`src/rtl/pos_decoder_pkg.sv`:
```
// pos_decoder_pkg: shared types and the position decode function.
// POS_DECODER_THERMO_EN selects thermometer decode instead of one-hot.
package pos_decoder_pkg;
    typedef logic [2:0] pos_t;
    typedef struct packed {
        logic run;
        pos_t pos;
    } entry_t;
    typedef enum logic [1:0] {IDLE, SHOW, GAP} state_t;
    function automatic logic [7:0] decode(entry_t e);
`ifdef POS_DECODER_THERMO_EN
        return e.run ? 8'hFF >> (3'd7 - e.pos) : 8'h00;
`else
        return e.run ? 8'd1 << e.pos : 8'h00;
`endif
    endfunction
endpackage

```
`src/rtl/bcd7seg.sv`:
```
// bcd7seg: active-low seven-segment decoder {g,f,e,d,c,b,a}; non-decimal codes blank.
module bcd7seg (
    input  logic [3:0] bcd,
    output logic [6:0] seg
);
    always_comb begin
        case (bcd)
            4'd0: seg = 7'b1000000;
            4'd1: seg = 7'b1111001;
            4'd2: seg = 7'b0100100;
            4'd3: seg = 7'b0110000;
            4'd4: seg = 7'b0011001;
            4'd5: seg = 7'b0010010;
            4'd6: seg = 7'b0000010;
            4'd7: seg = 7'b1111000;
            4'd8: seg = 7'b0000000;
            4'd9: seg = 7'b0010000;
            default: seg = 7'b1111111;
        endcase
    end
endmodule

```
`src/rtl/pos_fifo.sv`:
```
// pos_fifo: synchronous FIFO of entry_t with full/empty flags.
module pos_fifo
    import pos_decoder_pkg::*;
#(
    parameter int DEPTH = 4
) (
    input  logic   clk,
    input  logic   rst,
    input  logic   push_i,
    input  entry_t din_i,
    input  logic   pop_i,
    output entry_t dout_o,
    output logic   full_o,
    output logic   empty_o
);
    localparam int AW = $clog2(DEPTH);
    entry_t mem_q [DEPTH];
    logic [AW:0] wr_q, rd_q;
    logic do_push, do_pop;
    // Extra pointer bit distinguishes full from empty when the indices match.
    assign full_o  = (wr_q[AW] != rd_q[AW]) && (wr_q[AW-1:0] == rd_q[AW-1:0]);
    assign empty_o = wr_q == rd_q;
    assign do_push = push_i && !full_o;
    assign do_pop  = pop_i && !empty_o;
    assign dout_o  = mem_q[rd_q[AW-1:0]];
    always_ff @(posedge clk or posedge rst) begin
        if (rst) begin
            wr_q <= '0;
            rd_q <= '0;
        end else begin
            wr_q <= wr_q + (AW+1)'(do_push);
            rd_q <= rd_q + (AW+1)'(do_pop);
        end
    end
    always_ff @(posedge clk) begin
        if (do_push) mem_q[wr_q[AW-1:0]] <= din_i;
    end
endmodule

```
`src/rtl/pos_decoder.sv`:
```
// pos_decoder: buffers {run,pos} codes and replays each on the LEDs for a dwell slot plus a gap.
// Define POS_DECODER_THERMO_EN for thermometer patterns instead of one-hot.
module pos_decoder
    import pos_decoder_pkg::*;
#(
    parameter int FIFO_DEPTH = 4,
    parameter int DWELL_W    = 8
) (
    input  logic               clk,
    input  logic               rst,
    input  logic               en,
    input  logic               in_valid,
    output logic               in_ready,
    input  logic [2:0]         in_pos,
    input  logic               in_run,
    input  logic [DWELL_W-1:0] dwell,
    output logic [7:0]         led,
    output logic               busy,
    output logic [6:0]         HEX0
);
    state_t state_q, state_d;
    logic [DWELL_W-1:0] cnt_q, cnt_d;
    logic [7:0] led_q, led_d;
    pos_t pos_q, pos_d;
    entry_t head;
    logic full, empty, pop;
    assign pop = en && state_q == IDLE && !empty;
    assign in_ready = !full;
    pos_fifo #(.DEPTH(FIFO_DEPTH)) u_fifo (
        .clk    (clk),
        .rst    (rst),
        .push_i (in_valid),
        .din_i  ('{run: in_run, pos: in_pos}),
        .pop_i  (pop),
        .dout_o (head),
        .full_o (full),
        .empty_o(empty)
    );
    always_ff @(posedge clk or posedge rst) begin
        if (rst) begin
            state_q <= IDLE;
            cnt_q   <= '0;
            led_q   <= '0;
            pos_q   <= '0;
        end else begin
            state_q <= state_d;
            cnt_q   <= cnt_d;
            led_q   <= led_d;
            pos_q   <= pos_d;
        end
    end
    always_comb begin
        state_d = state_q;
        cnt_d   = cnt_q;
        led_d   = led_q;
        pos_d   = pos_q;
        if (en) begin
            case (state_q)
                IDLE: if (!empty) begin
                    state_d = SHOW;
                    pos_d   = head.run ? head.pos : '0;
                    led_d   = decode(head);
                    cnt_d   = (dwell == '0) ? '0 : dwell - DWELL_W'(1);
                end
                SHOW: if (cnt_q == '0) begin
                    state_d = GAP;
                    led_d   = '0;
                end else begin
                    cnt_d = cnt_q - DWELL_W'(1);
                end
                default: state_d = IDLE;
            endcase
        end
    end
    // Disabling blanks the LEDs without disturbing the stored pattern.
    always_comb begin
        led  = en ? led_q : 8'h00;
        busy = state_q != IDLE || !empty;
    end
    bcd7seg u_seg (
        .bcd({1'b0, pos_q}),
        .seg(HEX0)
    );
endmodule
```
`config.mk`:
```
export PLATFORM = sky130hd
export DESIGN_NAME = pos_decoder
export DESIGN_NICKNAME = d
export VERILOG_FILES = /design/src/rtl/pos_decoder_pkg.sv /design/src/rtl/bcd7seg.sv /design/src/rtl/pos_fifo.sv /design/src/rtl/pos_decoder.sv
export SDC_FILE = /design/constraint.sdc
export NUM_CORES = 1
export LEC_CHECK = 0
export ABC_AREA = 1
export CORE_ASPECT_RATIO = 1.1
export CORE_MARGIN = 3
export CORE_UTILIZATION = 45
export CTS_CLUSTER_DIAMETER = 120
export DETAILED_ROUTE_END_ITERATION = 8
export PLACE_DENSITY = 0.7
export SYNTH_ARGS = -nofsm -noshare
export SYNTH_HDL_FRONTEND = slang
export SYNTH_SLANG_ARGS = --single-unit
```
`constraint.sdc`:
```
create_clock -name clk -period 2 [get_ports clk]
set_clock_uncertainty 0.05 [all_clocks]
set_input_delay 0.3 -clock clk [delete_from_list [all_inputs] [get_ports clk]]
set_output_delay 0.3 -clock clk [all_outputs]
set_load 0.02 [all_outputs]
```
# Yosys cells after proc, flatten, opt, wreduce, memory -nomap -nowiden
# Memory sizes are Yosys's and may differ from the RTL's.
# Cells that the tools add are included.
# word_totals
reg_bits	27
mem_bits_rw	16
romBits	112
out_inout_bits	17
elab_cells	53
n_memories	2
# mem_list
memory	words	word_bits	read_ports	rd_ports_with_merged_regs	wr	line	source
(name not given)	16	7	1	0	0	bcd7seg.sv:7	case (bcd)
u_fifo.mem_q	4	4	1	0	1	pos_fifo.sv:17	entry_t mem_q [DEPTH];
# classes
n_addsub	4
eq_ne	7
n_shift	1
mux	15
bitwise	1
n_reduce_logical	17
# ops
cell	n
two-way mux 8 bit	7
case mux 8 bit (2 select lines)	2
zero test 8 bit	2
subtractor 8 x 1 -> 8 bit (second input constant)	2
AND reduction 4 bit	2
left shift 1 x 3 -> 8 bit (first input constant)	1
adder 3 x 1 -> 3 bit	2
!= test 2 bit (second input constant)	3
AND reduction 3 bit	2
logical AND 1 bit	5
two-way mux 2 bit	2
case mux 2 bit (2 select lines)	1
nonzero test 2 bit	2
equality test 3 bit	1
two-way mux 3 bit	1
equality test 2 x 1 -> 1 bit (second input constant)	1
equality test 2 bit	1
zero test 1 bit	2
zero test 2 bit	1
two-way mux 1 bit	2
logical OR 1 bit	1
!= test 1 bit	1
inverter 1 bit	1

# Longest topological paths before layout
# Gate-level depths: netlist of the first run.
# logic_depth
depth_word	6
ltp_mapped	11
ltp_nobuf	10

# Hierarchy
# Synthesis of the first run repeated with hierarchy kept, for this count alone.
# unflattened
hier_cells	341
hier_area_um2	2643.8
# modules_own_cells
mod	n_inst	cells_each	area_each_um2	seq_area_each_um2
pos_decoder	1	227	1491.4	525.5
pos_fifo	1	79	964.7	630.6
bcd7seg	1	35	187.7	0.0

# Worst setup path before layout of the first run
# No wires, ideal clock.
# synth_timing
kind	register -> register
start	reg u_fifo.rd_q[0]
end	reg u_fifo.wr_q[2]
setup_time_ns	0.123
arrival_time_ns	1.798
path_slack_ns	0.029
stages_incl_launch_ff	9
path_buffers	1
period_less_slack_ns	1.971
path_cell_list	dfrtp_1 buf_6 xnor2_2 nand4_1 nand2_1 inv_1 ha_1 ha_1 xor2_1
# synth_between
elab_chain_cells	5
# synth_lines
item	line	source
start, declared	pos_fifo.sv:18	logic [AW:0] wr_q, rd_q;
start signal, assigned	pos_fifo.sv:32	rd_q <= rd_q + (AW+1)'(do_pop);
equality test 2 bit	pos_fifo.sv:21	assign full_o = (wr_q[AW] != rd_q[AW]) && (wr_q[AW-1:0] == rd_q[AW-1:0]);
logical AND 1 bit	pos_fifo.sv:21	
zero test 1 bit	-	
via in_ready	pos_decoder.sv:13	output logic in_ready,
logical AND 1 bit	pos_fifo.sv:23	assign do_push = push_i && !full_o;
adder 3 x 1 -> 3 bit	pos_fifo.sv:31	wr_q <= wr_q + (AW+1)'(do_push);
end signal, assigned	pos_fifo.sv:31	
end, declared	pos_fifo.sv:18	
# The timed path passes the listed nets, and every way through them passes these cells.
# A chain may end at the register's enable or synchronous reset.

# Final worst setup path of the first run
# layout_timing
start	reg u_fifo.wr_q[0]
end	out in_ready
# layout_between
elab_chain_cells	3
# layout_lines
item	line	source
equality test 2 bit	pos_fifo.sv:21	
logical AND 1 bit	pos_fifo.sv:21	
zero test 1 bit	pos_decoder.sv:28	assign in_ready = !full;
end, declared	pos_decoder.sv:13	
# Every way passes these cells.

==> results of run 1 <==
-- cells by family (layout without fill, tap and decap cells) --
group / Yosys count / in the layout / share of synthesized area
AOI/OAI and AO/OA: 21 / 21 / 0.0445
adders and majority gates: 13 / 13 / 0.0636
buffers and inverters: 48 / 99 / 0.0749
xor gates and xnor gates: 5 / 5 / 0.0201
and+or+nand+nor: 196 / 196 / 0.345
DFF: 43 / 43 / 0.452
-- state kept, by name, indices dropped and copies added (netlist names) --
signal and cells:
u_fifo.rd_q 3, u_fifo.wr_q 3, pos_q 3, led_q 8, cnt_q 8, u_fifo.mem_q 16, state_q 2
-- synth_stat cells, types with 2 or more instances --
| master | n |
|---|---|
| dfrtp_1 | 27 |
| o21ai_1 | 3 |
| nor3_1 | 4 |
| nor2_8 | 2 |
| o21ai_0 | 14 |
| inv_1 | 41 |
| xor2_1 | 3 |
| nand2_1 | 130 |
| nor2_2 | 2 |
| ha_1 | 13 |
| edfxtp_1 | 16 |
| inv_2 | 4 |
| nand3_1 | 17 |
| nand4_1 | 2 |
| nor2_1 | 29 |
| nand3_2 | 3 |
| nor2_4 | 2 |
-- final cells by class --
| type | instances | area [sq um] | area share |
|---|---|---|---|
| clock buffers | 5 | 68.8 | 0.0220 |
| clock inverters | 3 | 20.0 | 0.00640 |
| inverters | 46 | 175 | 0.0560 |
| multi-input cells | 235 | 1210 | 0.387 |
| flip-flops and latches | 43 | 1160 | 0.370 |
| well taps | 75 | 93.8 | 0.0300 |
| repair buffers | 45 | 403 | 0.129 |
-- layer usage --
layer | up-vias | track usage | wire, microns
met5 | - | 0 | 0
met4 | 0 | 0.0663 | 97
met3 | 7 | 0.0382 | 202
met2 | 44 | 0.269 | 2190
met1 | 916 | 0.188 | 2310
li1 | 1117 | - | -
-- worst max-delay path: cells and delay by family, from the launching register on --
family / cells / cell delay, ns
buffers and inverters: 1 / 0.37
xor gates and xnor gates: 1 / 0.27
and+or+nand+nor: 1 / 0.18
DFF: 1 / 0.46
-- how the worst max path moves through the flow --
stage,slack [ns],depth (start not counted),to
2_1_floorplan,0.03,8,u_fifo.wr_q[2]
3_3_place_gp,-0.04,4,led[0]
3_5_place_dp,-0.07,4,led[5]
4_1_cts,0.04,4,HEX0[3]
5_1_grt,0.0008,3,in_ready
6_report,0.07,3,in_ready
-- timing repair --
| action | CTS | global route |
|---|---|---|
| gates cloned | 0 | 0 |
| setup endpoints to repair | 17 | 2 |
| resized for setup | 10 | 4 |
-- where the power goes --
| part | internal, mW | leakage, nW | total, mW | switching (mW) |
|---|---|---|---|---|
| combinational | 0.875 | 1.09 | 2.30 | 1.43 |
| sequential | 1.24 | 0.493 | 1.50 | 0.264 |
| clock | 0.244 | 0.0418 | 0.558 | 0.314 |
==> reports/qor.txt, run 1 <==
Final setup fails - 0
Slowest-stage cell, CP - dfrtp_1
Final core utilization - 0.576
Worst setup SP type - flop
Row count - 28
Drt pass-1 iters - 4
Pwr per Cell Area - 1400 nW/um^2
Layout cell share with drive strength beyond 1 - 0.109
Global Route Usage Sum - 0.157
FF+latch count, synth - 43
Final instance area - 3130 sq um
Slew Viols, Final - 0
Fin Hold WS - 0.315 ns
Clock Sinks - 43
Final worst slack - 0.0745 ns
# H-tree levels - 2
Syn nets - 355
Synthesis Warnings - 0
Most frequent cells in the layout - nand2_1 (130), inv_1 (41), nor2_1 (29)
Leakage power - 1.62 nW
Final Hold Violating Endpoints - 0
Root Driver - clkbuf_8
CP required - 1.65 ns
Post-route ant nets - 0
Cells after synthesis - 326
Final net count - 405
Peak VDD IR - 0.000506 V
R2R setup slack - 0.21 ns
# fillers - 512
Ys async rst share - 0.628
Number of global-route vias before repair - 1937
FF-to-FF path depth - 7
Worst-Skew Late Latency - 0.30 ns
Ys flop type - dfrtp_1
Chip width - 77.9 microns
Port buffer count - 32
Reg clk slew, reported paths - 0.09 ns
Top achievable clock speed - 519 MHz
Total gr overflow - 0
Unique masters post-synth - 31
TritonCTS Buffers - 5
Final Wtd Congestion - 0.826
CTS tree - built
RSZ-0062 raised after global routing - no
Antenna cells - 0
CP Launch Point - u_fifo.wr_q[0]
CP endpoint kind - output port
Number of max-cap violations - 0
Global-route wire length before repair - 8270 microns
Via/cell ratio - 4.61
Final cell count without fillers - 452
Worst Tran Pin Value - 0.356 ns
Initial antenna violation count - 0
Post-CTS Setup Inserts - 0
Total power - 4.36 mW
CTS Buffer Depth - 2
Setup CP Type - flop to output port
Dpl ws - -0.0674 ns
Die area - 6620 sq um
Dpl cells - 444
CP Max Fanout - 5
Hold buffers post-CTS - 0
Clock period minus worst slack - 1.93 ns
Hold Path Class - input pin to async pin
Final WL - 4800 microns
Fin crit share - 0.963
Most common cell after layout, fill and taps aside - nand2_1
Syn Area/Cell - 7.84 sq um
Crit-path cells - xnor2_2, nand4_1, dlygate4sd2_1
Post-DP HPWL - 3640 microns
Layout area overhead - 22.3%
Chip height - 85.1 microns
Initial Utilization - 0.471
Iteration-0 DRC Markers - 74
Largest net degree at the start of global routing - 28
Wire per inst - 10.6 microns
Sequential area share after synthesis - 0.452
Sum Neg Setup Slack - 0 ns
Post-route DRC violation count - 0
Dpl cell area - 3050 sq um
Status - completed
Area contributors post-synth - dfrtp_1 (26%), nand2_1 (19%), edfxtp_1 (19%)
Post-synth EDFFs - 16
Worst EP arrival - 1.58 ns
IO Count - 33
Synthesized area - 2560 sq um
Worst rel slew slack - 0.763
CP max stage delay - 0.46 ns
Via Count - 2084
Synth area leader - dfrtp_1
Synth top area share - 0.264
Worst r2r src - u_fifo.wr_q[0]
R2r endpoint - u_fifo.wr_q[2]
Core area - 5430 sq um
(Power assumes the default switching activity.)
==> run 2: changes to the inputs <==
Settings changed: ABC_CLOCK_PERIOD_IN_PS set to 2000.
==> results of run 2 <==
Final layout, timing and power as in run 1 (identical DEF).
